<file path="src/rtl/key_scanner.sv">
// key_scanner -- debounced multi-key scanner with a single-entry event register.
//
// Each raw key level is synchronized, then debounced by a per-key four-state
// FSM. Accepted level changes produce one-cycle press/release pulses, a
// running press total, and a single held event that a consumer drains with a
// valid/ready handshake. Events that cannot be captured set a sticky overflow.
//
// Ports:
//   clock        in   rising-edge clock for all state
//   reset        in   asynchronous, active-high reset
//   keys_in      in   [KEYS]   raw key levels, 1 = pressed
//   keys_stable  out  [KEYS]   debounced key levels
//   key_press    out  [KEYS]   one-cycle pulse on an accepted 0->1 change
//   key_release  out  [KEYS]   one-cycle pulse on an accepted 1->0 change
//   press_count  out  [CNT_W]  wrapping total of accepted presses
//   event_valid  out           event register holds an event
//   event_key    out  [EW]     key index of the held event
//   event_kind   out           1 = press, 0 = release
//   event_ready  in            consumer accepts the held event
//   overflow     out           sticky: an event was lost
//   clear_ovf    in            synchronous clear of overflow (a new loss wins)
module key_scanner #(
  parameter int KEYS     = 4,
  parameter int DEBOUNCE = 16,
  parameter int CNT_W    = 8,
  localparam int EW      = (KEYS > 1) ? $clog2(KEYS) : 1
) (
  input  logic             clock,
  input  logic             reset,
  input  logic [KEYS-1:0]  keys_in,
  output logic [KEYS-1:0]  keys_stable,
  output logic [KEYS-1:0]  key_press,
  output logic [KEYS-1:0]  key_release,
  output logic [CNT_W-1:0] press_count,
  output logic             event_valid,
  output logic [EW-1:0]    event_key,
  output logic             event_kind,
  input  logic             event_ready,
  output logic             overflow,
  input  logic             clear_ovf
);

  // The counter only needs to reach DEBOUNCE-1.
  localparam int            CW       = $clog2(DEBOUNCE);
  localparam logic [CW-1:0] CNT_LAST = CW'(DEBOUNCE - 1);

  typedef enum logic [1:0] {
    UP       = 2'd0,
    ARM_DOWN = 2'd1,
    DOWN     = 2'd2,
    ARM_UP   = 2'd3
  } key_state_e;

  // ---------------------------------------------------------------------------
  // Two-flop synchronizer on every raw key input
  // ---------------------------------------------------------------------------
  logic [KEYS-1:0] sync1_q, sync2_q;

  // NOTE: sequential state uses non-blocking assignments so every flop samples
  // pre-edge values regardless of statement order.
  always_ff @(posedge clock or posedge reset) begin
    if (reset) begin
      sync1_q <= '0;
      sync2_q <= '0;
    end else begin
      sync1_q <= keys_in;
      sync2_q <= sync1_q;
    end
  end

  // ---------------------------------------------------------------------------
  // Per-key debounce FSMs
  // ---------------------------------------------------------------------------
  key_state_e      state_q   [KEYS];
  key_state_e      state_nxt [KEYS];
  logic [CW-1:0]   cnt_q     [KEYS];
  logic [CW-1:0]   cnt_nxt   [KEYS];
  logic [KEYS-1:0] press_nxt, release_nxt;

  // State register. Pulses are registered together with the state so they
  // line up with the keys_stable change decoded from the new state.
  // NOTE: these per-key arrays are plain flops, not RAM, so they are reset
  // explicitly; a mid-debounce reset must discard the partial count.
  always_ff @(posedge clock or posedge reset) begin
    if (reset) begin
      for (int k = 0; k < KEYS; k++) begin
        state_q[k] <= UP;
        cnt_q[k]   <= '0;
      end
      key_press   <= '0;
      key_release <= '0;
    end else begin
      for (int k = 0; k < KEYS; k++) begin
        state_q[k] <= state_nxt[k];
        cnt_q[k]   <= cnt_nxt[k];
      end
      key_press   <= press_nxt;
      key_release <= release_nxt;
    end
  end

  // Next-state logic. A level opposite to the stable one must be seen for
  // DEBOUNCE consecutive cycles; any return to the stable level disarms.
  // NOTE: every output of this block gets a default first so no path leaves
  // it unassigned, which would infer a latch.
  always_comb begin
    press_nxt   = '0;
    release_nxt = '0;
    for (int k = 0; k < KEYS; k++) begin
      state_nxt[k] = state_q[k];
      cnt_nxt[k]   = cnt_q[k];
      unique case (state_q[k])
        UP: begin
          if (sync2_q[k]) begin
            state_nxt[k] = ARM_DOWN;
            cnt_nxt[k]   = CW'(1);
          end
        end
        ARM_DOWN: begin
          if (!sync2_q[k]) begin
            state_nxt[k] = UP;
            cnt_nxt[k]   = '0;
          end else if (cnt_q[k] == CNT_LAST) begin
            state_nxt[k] = DOWN;
            cnt_nxt[k]   = '0;
            press_nxt[k] = 1'b1;
          end else begin
            cnt_nxt[k] = cnt_q[k] + CW'(1);
          end
        end
        DOWN: begin
          if (!sync2_q[k]) begin
            state_nxt[k] = ARM_UP;
            cnt_nxt[k]   = CW'(1);
          end
        end
        ARM_UP: begin
          if (sync2_q[k]) begin
            state_nxt[k] = DOWN;
            cnt_nxt[k]   = '0;
          end else if (cnt_q[k] == CNT_LAST) begin
            state_nxt[k]   = UP;
            cnt_nxt[k]     = '0;
            release_nxt[k] = 1'b1;
          end else begin
            cnt_nxt[k] = cnt_q[k] + CW'(1);
          end
        end
      endcase
    end
  end

  // Output decode: the key reads as pressed in DOWN and while arming release.
  always_comb begin
    keys_stable = '0;
    for (int k = 0; k < KEYS; k++) begin
      keys_stable[k] = (state_q[k] == DOWN) || (state_q[k] == ARM_UP);
    end
  end

  // ---------------------------------------------------------------------------
  // Press counter and event register, fed from the visible pulses
  // ---------------------------------------------------------------------------
  logic [KEYS-1:0]  pulses;
  logic             pulse_any;
  logic             multi_pulse;
  logic [EW-1:0]    sel_key;
  logic             sel_kind;
  logic [CNT_W-1:0] press_pop;
  logic             load_en;
  logic             loss;

  always_comb begin
    pulses      = key_press | key_release;
    pulse_any   = |pulses;
    // More than one bit set: clearing the lowest set bit leaves something.
    multi_pulse = (pulses & (pulses - KEYS'(1))) != '0;
    sel_key     = '0;
    sel_kind    = 1'b0;
    press_pop   = '0;
    // Scan downwards so the lowest-index pulsing key is the last one written.
    for (int k = KEYS - 1; k >= 0; k--) begin
      if (pulses[k]) begin
        sel_key  = EW'(k);
        sel_kind = key_press[k];
      end
    end
    for (int k = 0; k < KEYS; k++) begin
      press_pop = press_pop + CNT_W'(key_press[k]);
    end
    load_en = !event_valid || event_ready;
    loss    = (pulse_any && !load_en) || multi_pulse;
  end

  always_ff @(posedge clock or posedge reset) begin
    if (reset) begin
      press_count <= '0;
      event_valid <= 1'b0;
      event_key   <= '0;
      event_kind  <= 1'b0;
      overflow    <= 1'b0;
    end else begin
      press_count <= press_count + press_pop;
      if (load_en) begin
        event_valid <= pulse_any;
        // Key and kind are left alone when the register simply empties.
        if (pulse_any) begin
          event_key  <= sel_key;
          event_kind <= sel_kind;
        end
      end
      if (loss) begin
        overflow <= 1'b1;
      end else if (clear_ovf) begin
        overflow <= 1'b0;
      end
    end
  end

endmodule

</file>
<file path="config.mk">
export PLATFORM = sky130hd
export DESIGN_NAME = key_scanner
export DESIGN_NICKNAME = d
export VERILOG_FILES = /design/src/rtl/key_scanner.sv
export SDC_FILE = /design/constraint.sdc
export NUM_CORES = 1
export LEC_CHECK = 0
export ABC_CLOCK_PERIOD_IN_PS = 2150
export BUFFER_PORTS_ARGS = -buffer_cell sky130_fd_sc_hd__buf_2
export CELL_PAD_IN_SITES_DETAIL_PLACEMENT = 2
export CELL_PAD_IN_SITES_GLOBAL_PLACEMENT = 2
export CORE_MARGIN = 3
export CORE_UTILIZATION = 33
export CTS_CLUSTER_DIAMETER = 200
export DETAILED_ROUTE_END_ITERATION = 6
export GPL_ROUTABILITY_DRIVEN = 0
export PLACE_DENSITY_LB_ADDON = 0.1
export SYNTH_ARGS = -nofsm -noshare
export SYNTH_HDL_FRONTEND = slang
export SYNTH_SLANG_ARGS = --single-unit
</file>
<file path="constraint.sdc">
create_clock -name clock -period 2.15 [get_ports clock]
set_input_delay 0.215 -clock clock [delete_from_list [all_inputs] [get_ports clock]]
set_output_delay 0.215 -clock clock [all_outputs]
set_load 0.02 [all_outputs]
</file>
==> out/results.txt <==
Outcome: finished clean
Count of yosys warnings during synthesis: 0
Detailed-route DRC error count: 0
Dominant cell type by area after synthesis: sky130_fd_sc_hd__dfrtp_1
H-tree Lvls: 2
Fraction of final layout cells with drive strength greater than 1: 27.2%
Synthesized netlist net count: 217
Yosys top cell area share: 57.2%
Number of cell rows: 29
Pins Over Slew Limit: 0
Pin slew with the least headroom to its limit: 794 ps
Total half-perimeter wirelength after legalization and detailed placement: 4130 um
Worst Reg-to-Reg Cells: 8
Total net switching power: 449 uW
Detailed-routing iteration count for the pre-antenna-repair pass: 4
Standby leakage power: 1.40 nW
Max Freq: 471 MHz
Grt ovf: 0
Y dimension of the die: 89.8 um
Number of failing setup endpoints in the final timing report: 0
Average size of a mapped cell: 11.5 um^2
Switching part of the total: 23.7%
Length of routed met3 wiring: 221 um
Cell count after synthesis: 201
Pint: 1.44 mW
CP arrival: 2330 ps
Post-DR vias/cell: 4.96
Clock edge transition at the registers on the reported setup and hold paths: 100 ps
Clock latency of the later-clocked register in the worst-skew pair: 300 ps
Share of power burned in registers: 57.0%
Fraction of the cycle the final worst path needs: 98.7%
Die Footprint: 0.00807 mm^2
Nets: 261
Sequential cell area fraction in the yosys report: 57.2%
Crit. path cell count: 8
TritonCTS sink count: 53
Worst Path Class, Setup: reg2reg
Count of buffering cells on the critical path with inverters included: 2
Power Density: 677 mW/mm^2
Cell count of the worst hold path: 1
Startpoint types: flop
Antenna violation net count after detailed routing: 0
Share of total power in combinational logic: 6.9%
Share of flip-flops with an asynchronous set or reset: 100%
Floorplan die width: 89.8 um
DP Cell Count: 327
Initial antenna violation count: 0
Distinct cell type count of the synthesized netlist: 39
Number of CTS-inserted buffers: 5
Effective utilization at floorplan: 35.3%
Area growth from synthesis to final layout: 20.3%
RSZ-0062 raised after global routing: yes
Data required time at the worst endpoint: 2350 ps
Dominant synthesized flop cell: sky130_fd_sc_hd__dfrtp_1
CP Capture Type: flop
Post-synth EDFFs: 0
Detailed Route WL: 5420 um
Cell breakdown of the critical path: fa_1 -> inv_2 -> fa_2 -> inv_2 -> fa_2 -> and3_4 -> nand3_2 -> xnor2_1
Longest Clk Path Bufs: 2
Root buf cell: sky130_fd_sc_hd__clkbuf_8
Highest signal layer in the routed design: met4
First-pass GRT wire length: 9620 um
Clock tree from TritonCTS: built
VDD IR max: 388 uV
Area of the core region: 0.00657 mm^2
PortBufs: 32
Metal-1 WL: 2330 um
Skew final: 9.64 ps
Mapped cell area: 0.00232 mm^2
Vias in the first global route: 1,952
Cells taking the most area after synthesis: sky130_fd_sc_hd__dfrtp_1 (57%), sky130_fd_sc_hd__nor3b_1 (2.9%), sky130_fd_sc_hd__ha_1 (2.7%), sky130_fd_sc_hd__a21oi_1 (2.6%), sky130_fd_sc_hd__fa_1 (2.6%)
Maximum cell stage delay along the critical path: 550 ps
Max FO, Critical Path: 2
Worst rel slew slack: 47.0%
Final worst path period need: 2120 ps
Routed length on met2: 2840 um
Antenna diodes: 0
Finished Layout Cells: 339
Critical-path top delay cell: sky130_fd_sc_hd__fa_1
Maximum number of pins on one net before global-route repair: 38
Via count of the routed design: 1,683
Final core utilization: 42.5%
Final hold violations: 0
Hold Path Class: in2reg
Crit-path leading delay family: adder cells
Ports: 33
Clock network fraction of total power: 36.1%
Register bit total from synthesis: 53
Global routing usage summed across all routing layers: 14.6%
WL per Instance: 16.0 um
Setup TNS: 0 ps
Number of violations reported at the end of detailed-routing iteration 0: 68
Number of violations of the max-capacitance limit: 0
layout make-up:
type                            count  area, um^2
Clock buffer                        5        68.8
Clock inverter                      3        46.3
Fill cell                         689        3780
Inverter                           13        48.8
Multi-Input combinational cell    131         951
Sequential cell                    53        1330
Tap cell                           93         116
Timing Repair Buffer               41         230
flip-flops by register name, summed over array words and instances (netlist names), 2 cells and up, named ones only:
signal / cells
cnt_q: 16
key_press: 4
state_q: 4
sync1_q: 4
key_release: 4
sync2_q: 4
event_key: 2
press_count: 8
what timing repair did:
item                                    CTS  global route
buffers inserted                          2             1
hold buffers                              0             1
endpoints found under the hold margin     0             1
resized for setup                         3             0
pin swaps                                 4             2
endpoints found under the setup margin    2             2
metrics by stage:
stage          hold slack [ps]  worst slack (ps)  instance area, um^2  total power, mW
2_1_floorplan              246             -26.2                 2330             1.18
3_3_place_gp               322              36.3                 2630             1.21
3_5_place_dp               325             -20.9                 2630             1.23
4_1_cts                   3.02             -10.5                 2770             1.93
5_1_grt                   9.08             -55.2                 2790             2.00
6_report                  18.9              27.2                 2790             1.89
cell families after synthesis:
group,Yosys count,share of synthesized area [%]
fa+ha+maj,8,5.29
buf+inv,17,2.75
xor+xnor,12,5.18
compound gates,41,11.7
mux,8,3.78
flops,53,57.2
simple gates,62,14.1
path summary, 6_finish.rpt:
check | startpoint | endpoint | slack [ps]
setup / recovery | key_press[0] | press_count[6] | 30
hold / removal | keys_in[3] | sync1_q[3] | 20
setup reg to reg | key_press[0] | press_count[6] | 30
hold reg to reg | sync1_q[3] | sync2_q[3] | 360
max in group asynchronous | reset | sync2_q[2] | 1450
min in group asynchronous | reset | asynchronous set/reset pin | 60
Yosys cell counts, types with 3 or more instances:
| master | number |
|---|---|
| sky130_fd_sc_hd__nand4_1 | 5 |
| sky130_fd_sc_hd__fa_1 | 3 |
| sky130_fd_sc_hd__and2_1 | 5 |
| sky130_fd_sc_hd__xnor2_1 | 4 |
| sky130_fd_sc_hd__mux2_1 | 4 |
| sky130_fd_sc_hd__a21oi_1 | 12 |
| sky130_fd_sc_hd__o21ai_0 | 5 |
| sky130_fd_sc_hd__clkbuf_1 | 4 |
| sky130_fd_sc_hd__a31o_2 | 3 |
| sky130_fd_sc_hd__dfrtp_1 | 53 |
| sky130_fd_sc_hd__nor2_1 | 11 |
| sky130_fd_sc_hd__inv_1 | 13 |
| sky130_fd_sc_hd__nand2_1 | 16 |
| sky130_fd_sc_hd__xor2_1 | 6 |
| sky130_fd_sc_hd__ha_1 | 5 |
| sky130_fd_sc_hd__nor3b_1 | 9 |
| sky130_fd_sc_hd__nand3_1 | 8 |
| sky130_fd_sc_hd__a21o_1 | 4 |
layer usage:
metal	vias to the layer above	global-route usage, %
met5	-	0
met4	0	3.07
met3	2	3.42
met2	28	26.0
met1	869	18.2
li1	784	-
cell usage in the layout (no fill, tap or decap), drive strengths merged:
cell	instances
a21oi	12
o221ai	1
fa	3
buf	40
a211o	1
o211ai	2
and3	2
a21boi	1
o21ai	7
o21bai	1
a21o	4
o22ai	2
nor2b	1
mux2	6
ha	5
xnor2	4
o31ai	2
mux2i	2
dfrtp	53
clkinvlp	1
nand2b	2
clkbuf	5
o211a	1
dlygate4sd3	1
o2111ai	1
clkinv	1
nand3	8
nand4	5
bufinv	1
a22o	1
a41oi	2
nor3	1
nand2	16
a31o	3
nor2	11
inv	13
and2	6
nor4	1
nor3b	9
xor2	8
power groups by stage:
stage	Combinational, mW	Clock [mW]	Sequential (mW)
finish	0.131	0.682	1.08
global route	0.155	0.757	1.09
floorplan	0.0968	0	1.08
detailed placement	0.133	0	1.10
global placement	0.122	0	1.09
CTS	0.134	0.713	1.08
Power figures use the tool's default switching activity.
